`config.mk`:
```
export PLATFORM = sky130hd
export DESIGN_NAME = spi_minion_adapter_mc
export DESIGN_NICKNAME = d
export VERILOG_FILES = /design/src/rtl/spi_adapter_pkg.sv /design/src/rtl/spi_adapter_rr_arb.sv /design/src/rtl/vc_queue.sv /design/src/rtl/spi_minion_adapter_mc.sv
export SDC_FILE = /design/constraint.sdc
export NUM_CORES = 1
export LEC_CHECK = 0
export ABC_AREA = 1
export BUFFER_PORTS_ARGS = -buffer_cell sky130_fd_sc_hd__buf_4
export CAP_MARGIN = 20
export CORE_MARGIN = 3
export CORE_UTILIZATION = 60
export CTS_CLUSTER_DIAMETER = 150
export CTS_CLUSTER_SIZE = 28
export DETAILED_ROUTE_END_ITERATION = 7
export GPL_TIMING_DRIVEN = 0
export PLACE_DENSITY = 0.85
export RECOVER_POWER = 25
export SYNTH_ARGS = -nofsm -noshare
export SYNTH_HDL_FRONTEND = slang
export SYNTH_SLANG_ARGS = --single-unit
```
`constraint.sdc`:
```
create_clock -name clk -period 4.4 [get_ports clk]
set_input_delay 0.88 -clock clk [delete_from_list [all_inputs] [get_ports clk]]
set_output_delay 0.88 -clock clk [all_outputs]
set_load 0.01 [all_outputs]
```
`src/rtl/spi_adapter_pkg.sv`:
```
// Shared sizing helpers for the multi-channel SPI minion adapter.
// The payload is what remains of the data field after the channel address.
package spi_adapter_pkg;

  localparam int ERR_CNT_W = 8;

  function automatic int calc_addr_bits(input int n);
    return (n > 1) ? $clog2(n) : 1;
  endfunction

  function automatic int calc_pw(input int nbits, input int n);
    return nbits - 2 - calc_addr_bits(n);
  endfunction

  function automatic int chan_lo(input int ch, input int pw);
    return ch * pw;
  endfunction

endpackage

```
`src/rtl/spi_adapter_rr_arb.sv`:
```
// Round-robin arbiter: searches upward from the pointer with wrap; the pointer
// moves past the winner only when en is asserted and something was granted.
module spi_adapter_rr_arb
  import spi_adapter_pkg::*;
#(
  parameter int num_channels = 4,
  localparam int ID_W        = calc_addr_bits(num_channels)
) (
  input  logic                    clk,
  input  logic                    reset,
  input  logic [num_channels-1:0] req,
  input  logic                    en,
  output logic [num_channels-1:0] grant_onehot,
  output logic [ID_W-1:0]         grant_id
);

  logic [ID_W-1:0] ptr_q, ptr_d;
  logic            found;

  always_comb begin
    int idx;
    idx      = 0;
    found    = 1'b0;
    grant_id = '0;
    for (int k = 0; k < num_channels; k++) begin
      idx = int'(ptr_q) + k;
      if (idx >= num_channels) idx = idx - num_channels;
      if (!found && req[idx]) begin
        found    = 1'b1;
        grant_id = ID_W'(idx);
      end
    end
  end

  assign grant_onehot = found ? (num_channels'(1) << grant_id) : '0;

  always_comb begin
    ptr_d = ptr_q;
    if (en && found)
      ptr_d = (grant_id == ID_W'(num_channels - 1)) ? '0 : grant_id + 1'b1;
  end

  always_ff @(posedge clk) begin
    if (reset) ptr_q <= '0;
    else       ptr_q <= ptr_d;
  end

endmodule

```
`src/rtl/vc_queue.sv`:
```
// Normal (non-bypass) circular queue: an enqueued word becomes visible one cycle later.
// enq_rdy depends only on occupancy, so a full queue never accepts in the same cycle it drains.
module vc_Queue #(
  parameter int p_msg_nbits = 8,
  parameter int p_num_msgs  = 2,
  localparam int CNT_W      = $clog2(p_num_msgs + 1)
) (
  input  logic                   clk,
  input  logic                   reset,
  input  logic                   enq_val,
  output logic                   enq_rdy,
  input  logic [p_msg_nbits-1:0] enq_msg,
  output logic                   deq_val,
  input  logic                   deq_rdy,
  output logic [p_msg_nbits-1:0] deq_msg,
  output logic [CNT_W-1:0]       num_free_entries
);

  localparam int PTR_W = (p_num_msgs > 1) ? $clog2(p_num_msgs) : 1;

  logic [p_msg_nbits-1:0] mem_q [p_num_msgs];
  logic [PTR_W-1:0]       head_q, head_d;
  logic [PTR_W-1:0]       tail_q, tail_d;
  logic [CNT_W-1:0]       count_q, count_d;
  logic                   enq_fire, deq_fire;

  function automatic logic [PTR_W-1:0] next_ptr(input logic [PTR_W-1:0] p);
    return (p == PTR_W'(p_num_msgs - 1)) ? '0 : p + 1'b1;
  endfunction

  assign enq_rdy          = (count_q != CNT_W'(p_num_msgs));
  assign deq_val          = (count_q != '0);
  assign deq_msg          = mem_q[head_q];
  assign num_free_entries = CNT_W'(p_num_msgs) - count_q;
  assign enq_fire         = enq_val & enq_rdy;
  assign deq_fire         = deq_val & deq_rdy;

  always_comb begin
    head_d  = head_q;
    tail_d  = tail_q;
    count_d = count_q;
    if (enq_fire) tail_d = next_ptr(tail_q);
    if (deq_fire) head_d = next_ptr(head_q);
    case ({enq_fire, deq_fire})
      2'b10:   count_d = count_q + 1'b1;
      2'b01:   count_d = count_q - 1'b1;
      default: count_d = count_q;
    endcase
  end

  always_ff @(posedge clk) begin
    if (reset) begin
      head_q  <= '0;
      tail_q  <= '0;
      count_q <= '0;
    end else begin
      head_q  <= head_d;
      tail_q  <= tail_d;
      count_q <= count_d;
    end
  end

  always_ff @(posedge clk) begin
    if (enq_fire) mem_q[tail_q] <= enq_msg;
  end

endmodule

```
`src/rtl/spi_minion_adapter_mc.sv`:
```
// Multi-channel SPI minion adapter: addressed writes fan out to per-channel queues,
// reads are arbitrated round-robin. Define SPI_MINION_ADAPTER_MC_ERRCNT_EN for drop counting.
module spi_minion_adapter_mc
  import spi_adapter_pkg::*;
#(
  parameter int nbits        = 34,
  parameter int num_entries  = 2,
  parameter int num_channels = 4,
  localparam int ADDR_BITS   = calc_addr_bits(num_channels),
  localparam int PW          = calc_pw(nbits, num_channels)
) (
  input  logic                       clk,
  input  logic                       reset,
  input  logic                       push_en,
  input  logic                       push_msg_val_wrt,
  input  logic                       push_msg_val_rd,
  input  logic [nbits-3:0]           push_msg_data,
  input  logic                       pull_en,
  output logic                       pull_msg_val,
  output logic                       pull_msg_spc,
  output logic [nbits-3:0]           pull_msg_data,
  input  logic [num_channels*PW-1:0] recv_msg,
  input  logic [num_channels-1:0]    recv_val,
  output logic [num_channels-1:0]    recv_rdy,
  output logic [num_channels*PW-1:0] send_msg,
  output logic [num_channels-1:0]    send_val,
  input  logic [num_channels-1:0]    send_rdy,
  output logic [num_channels-1:0]    parity
`ifdef SPI_MINION_ADAPTER_MC_ERRCNT_EN
  ,
  output logic [ERR_CNT_W-1:0]       err_cnt,
  output logic                       err_flag
`endif
);

  localparam int FREE_W = $clog2(num_entries + 1);

  logic                    wr_strobe, rd_strobe;
  logic [ADDR_BITS-1:0]    wr_addr;
  logic [PW-1:0]           wr_payload;
  logic [num_channels-1:0] wr_ch, mc_rdy, spc_ch, cm_val, grant_onehot;
  logic [FREE_W-1:0]       mc_free [num_channels];
  logic [FREE_W-1:0]       unused_cm_free [num_channels];
  logic [PW-1:0]           cm_msg [num_channels];
  logic [ADDR_BITS-1:0]    grant_id;

  assign wr_strobe  = push_en & push_msg_val_wrt;
  assign rd_strobe  = push_en & push_msg_val_rd & pull_en;
  assign wr_addr    = push_msg_data[nbits-3 -: ADDR_BITS];
  assign wr_payload = push_msg_data[PW-1:0];

  genvar gi;
  generate
    for (gi = 0; gi < num_channels; gi++) begin : g_chan
      // Out-of-range addresses match no channel, so they fall through as drops.
      assign wr_ch[gi] = wr_strobe & (wr_addr == ADDR_BITS'(gi));

      vc_Queue #(.p_msg_nbits(PW), .p_num_msgs(num_entries)) u_mc_q (
        .clk              (clk),
        .reset            (reset),
        .enq_val          (wr_ch[gi]),
        .enq_rdy          (mc_rdy[gi]),
        .enq_msg          (wr_payload),
        .deq_val          (send_val[gi]),
        .deq_rdy          (send_rdy[gi]),
        .deq_msg          (send_msg[chan_lo(gi, PW) +: PW]),
        .num_free_entries (mc_free[gi])
      );

      vc_Queue #(.p_msg_nbits(PW), .p_num_msgs(num_entries)) u_cm_q (
        .clk              (clk),
        .reset            (reset),
        .enq_val          (recv_val[gi]),
        .enq_rdy          (recv_rdy[gi]),
        .enq_msg          (recv_msg[chan_lo(gi, PW) +: PW]),
        .deq_val          (cm_val[gi]),
        .deq_rdy          (rd_strobe & grant_onehot[gi]),
        .deq_msg          (cm_msg[gi]),
        .num_free_entries (unused_cm_free[gi])
      );

      // Conservative: the next write could target any channel.
      assign spc_ch[gi] = mc_rdy[gi] & (~wr_ch[gi] | (mc_free[gi] > FREE_W'(1)));
      assign parity[gi] = (^send_msg[chan_lo(gi, PW) +: PW]) & send_val[gi];
    end
  endgenerate

  spi_adapter_rr_arb #(.num_channels(num_channels)) u_arb (
    .clk          (clk),
    .reset        (reset),
    .req          (cm_val),
    .en           (rd_strobe),
    .grant_onehot (grant_onehot),
    .grant_id     (grant_id)
  );

  assign pull_msg_spc  = &spc_ch;
  assign pull_msg_val  = rd_strobe & (|cm_val);
  assign pull_msg_data = pull_msg_val ? {grant_id, cm_msg[grant_id]} : '0;

`ifdef SPI_MINION_ADAPTER_MC_ERRCNT_EN
  logic                 drop;
  logic [ERR_CNT_W-1:0] err_cnt_q;
  logic                 err_flag_q;

  assign drop = wr_strobe & ~(|(wr_ch & mc_rdy));

  always_ff @(posedge clk) begin
    if (reset) begin
      err_cnt_q  <= '0;
      err_flag_q <= 1'b0;
    end else if (drop) begin
      if (err_cnt_q != '1) err_cnt_q <= err_cnt_q + 1'b1;
      err_flag_q <= 1'b1;
    end
  end

  assign err_cnt  = err_cnt_q;
  assign err_flag = err_flag_q;
`endif

endmodule

```
==> metrics.csv <==
metric,value,unit
"Req. time, crit path",3.52,ns
CP max-delay cell,nand4_1,
crit path cell chain,"nor2_1, nand2_1, nand2_1, nand2_1, nand2_2, nand4_1, buf_2, nand3_1, nand2_1, nand2_1, a21oi_1, buf_4",
layout cell share with drive strength beyond 1,0.1723,
area of placed instances,27720,um^2
most numerous cell in the Yosys netlist,nand2_1,
"Top cell by count, worst path",nand2_1,
Worst-Skew Late Latency,0.56,ns
total congestion overflow,0,
Vias/cell,5.587,
"area leader, netlist",edfxtp_1,
asr flop ratio synth,0,
# rows,73,
Max-cap violations,0,
Slew @ Worst Pin,1.039,ns
critical path arrival,3.00,ns
"EDFF count, synth",480,
WL per Instance,19.61,um
syn_area_per_cell,9.821,um^2
Via Count,18920,
Fmax,0.2575,GHz
CTS tree,done,
Post-Syn Area,24330,um^2
Setup crit start kind,flop,
Final ANT Viol Nets,0,
GP Congestion,0.8898,
CTS H-tree lvls,1,
Fin Setup TNS,0,ns
post-synth top area share,0.5925,
CP max FO,10,
Crit Path Category,reg2out,
Clock Sinks,522,
Core Area,39910,um^2
main flop type after synthesis,edfxtp_1,
Num CTS Buffers,22,
number of setup violations in the final report,0,
# fillers,2764,
RSZ-0062 raised after global routing,no,
Initial Utilization,0.6095,
Ys Warns,0,
"Reg clk slew, reported paths",0.10,ns
IO Pins,332,
"Gates resized, CTS repair",0,
vias in the first global route,18670,
Worst Skew,0.01317,ns
chip height,207.4,um
number of nets in the layout,3022,
Post-Syn Nets,2660,
fin. max-slew vios,0,
Routed WL,66410,um
die footprint,43000,um^2
hold crit path type,reg2reg,
Tcrit/Tclk final,0.8827,
Final Hold Viols,0,
"Seq/Total Area, Yosys",0.6271,
initial antenna violation count,12,
synth unique cells,38,
Post-Layout Inst Area,28120,um^2
count of hold-fix buffers inserted at cts,0,
Leak,12.19,nW
#FFs+latches synth,522,
Pre-Repair DR Iteration Count,7,
Crit path largest cell delay,0.44,ns
run status,"complete, no violations",
IO buf count,330,
Rel. slew slack,0.3068,
min Tclk post-route,3.884,ns
peak supply drop,467.0,uV
kind of end point of the critical path,output port,
Min Hold Slack,0.4706,ns
largest net degree at the start of global routing,32,
CTS root buffer,clkbuf_16,
synth-to-layout area growth,15.57,%
post-synthesis cell count,2477,
Synth area leaders,"edfxtp_1 59%, nand2_1 16%, mux2_2 4.2%",
Detail Placement HPWL,49540,um
Final Power,10.69,mW
CTS Buffer Depth,3,
first-pass GRT wire length,99590,um
drt drc,0,
synth cell count leaders,"1,048 x nand2_1, 480 x edfxtp_1, 248 x inv_1",
DRT iter0 DRCs,2029,
Power per Cell Area,380.3,nW/um^2
post-CTS setup buffer count,0,
gr usage total,0.2975,
Die X,207.4,um
-- layer usage --
layer | GRT usage | vias to the layer above | share of wire
met4 | 0.1292 | 18 | 0.051
met2 | 0.5244 | 1033 | 0.49
met1 | 0.3596 | 8839 | 0.34
met5 | 0 | - | 0.0017
met3 | 0.05546 | 221 | 0.11
li1 | - | 8808 | -
-- cells by family (layout without fill, tap and decap cells) --
group / Yosys count / count (layout) / synth area share
compound gates: 160 / 160 / 0.03353
simple gates: 1295 / 1295 / 0.2098
other cells: 0 / 6 / 0
xor+xnor: 11 / 11 / 0.004578
mux: 120 / 120 / 0.05400
fa+ha+maj: 17 / 17 / 0.008743
buf+inv: 352 / 730 / 0.06228
flops: 522 / 522 / 0.6271
-- layout make-up --
type,count,area [um^2],area share
Antenna cell,6,15.01,0.0005340
Buffer,97,550.5,0.01958
Inverter,255,964.7,0.03431
Clock buffer,39,635.6,0.02261
Timing Repair Buffer,338,2370,0.08429
Sequential cell,522,15250,0.5426
Multi-Input combinational cell,1603,7657,0.2724
Clock inverter,1,11.26,0.0004005
Tap cell,525,656.9,0.02336
-- where the power goes --
group / switching, mW / internal (mW) / leakage [nW] / total, mW
Sequential: 0.0722 / 5.66 / 4.75 / 5.73
Combinational: 1.65 / 0.866 / 7.13 / 2.52
Clock: 1.44 / 1.00 / 0.308 / 2.45
Total: 3.17 / 7.52 / 12.2 / 10.7
-- metrics by stage --
step	util	setup slack, ns	cells
after floorplan	-	1.169	2477
after CTS	0.7106	0.5856	3380
after detailed placement	0.6944	0.9052	3340
after global routing	0.7041	0.3670	3381
final	0.7044	0.5160	3386
after global placement	0.6880	0.4136	3332
-- worst max-delay path, delay by kind of cell, from the launching register on --
kind	cells	cell delay, ns
simple gates	9	1.44
buf+inv	2	0.53
flops	1	0.35
compound gates	1	0.12
-- worst paths after layout --
kind,slack [ns],end,depth (start not counted),from
worst max-delay path,0.52,pull_msg_data[6],12,g_chan[0].u_cm_q.count_q[1]
worst min-delay path,0.47,flop,2,g_chan[3].u_cm_q.head_q
worst min register to register,0.47,flop,2,g_chan[3].u_cm_q.head_q
worst max register to register,1.45,g_chan[2].u_cm_q.count_q[1],13,g_chan[0].u_cm_q.count_q[1]
-- cells in the final DEF, fill, tap and decap left out, drive strengths merged --
cell type / n
and3: 2
nor2: 122
buf: 277
a221oi: 1
inv: 256
mux2: 90
or4: 1
nand2: 1053
o211ai: 2
mux2i: 30
nor3: 10
nand3b: 1
edfxtp: 480
nor4: 2
a21oi: 62
diode: 6
nand3: 90
ha: 17
xor2: 8
clkbuf: 197
o21ai: 94
dfxtp: 42
a211oi: 1
xnor2: 3
nand4: 14
-- registers in the layout (all words and copies together) (netlist names), 4 cells and up, named ones only --
register,count
g_chan.u_cm_q.mem_q,240
g_chan.u_mc_q.mem_q,240
g_chan.u_cm_q.count_q,8
g_chan.u_mc_q.count_q,8
g_chan.u_cm_q.head_q,4
g_chan.u_cm_q.tail_q,4
g_chan.u_mc_q.head_q,4
g_chan.u_mc_q.tail_q,4
(Power assumes the default switching activity.)
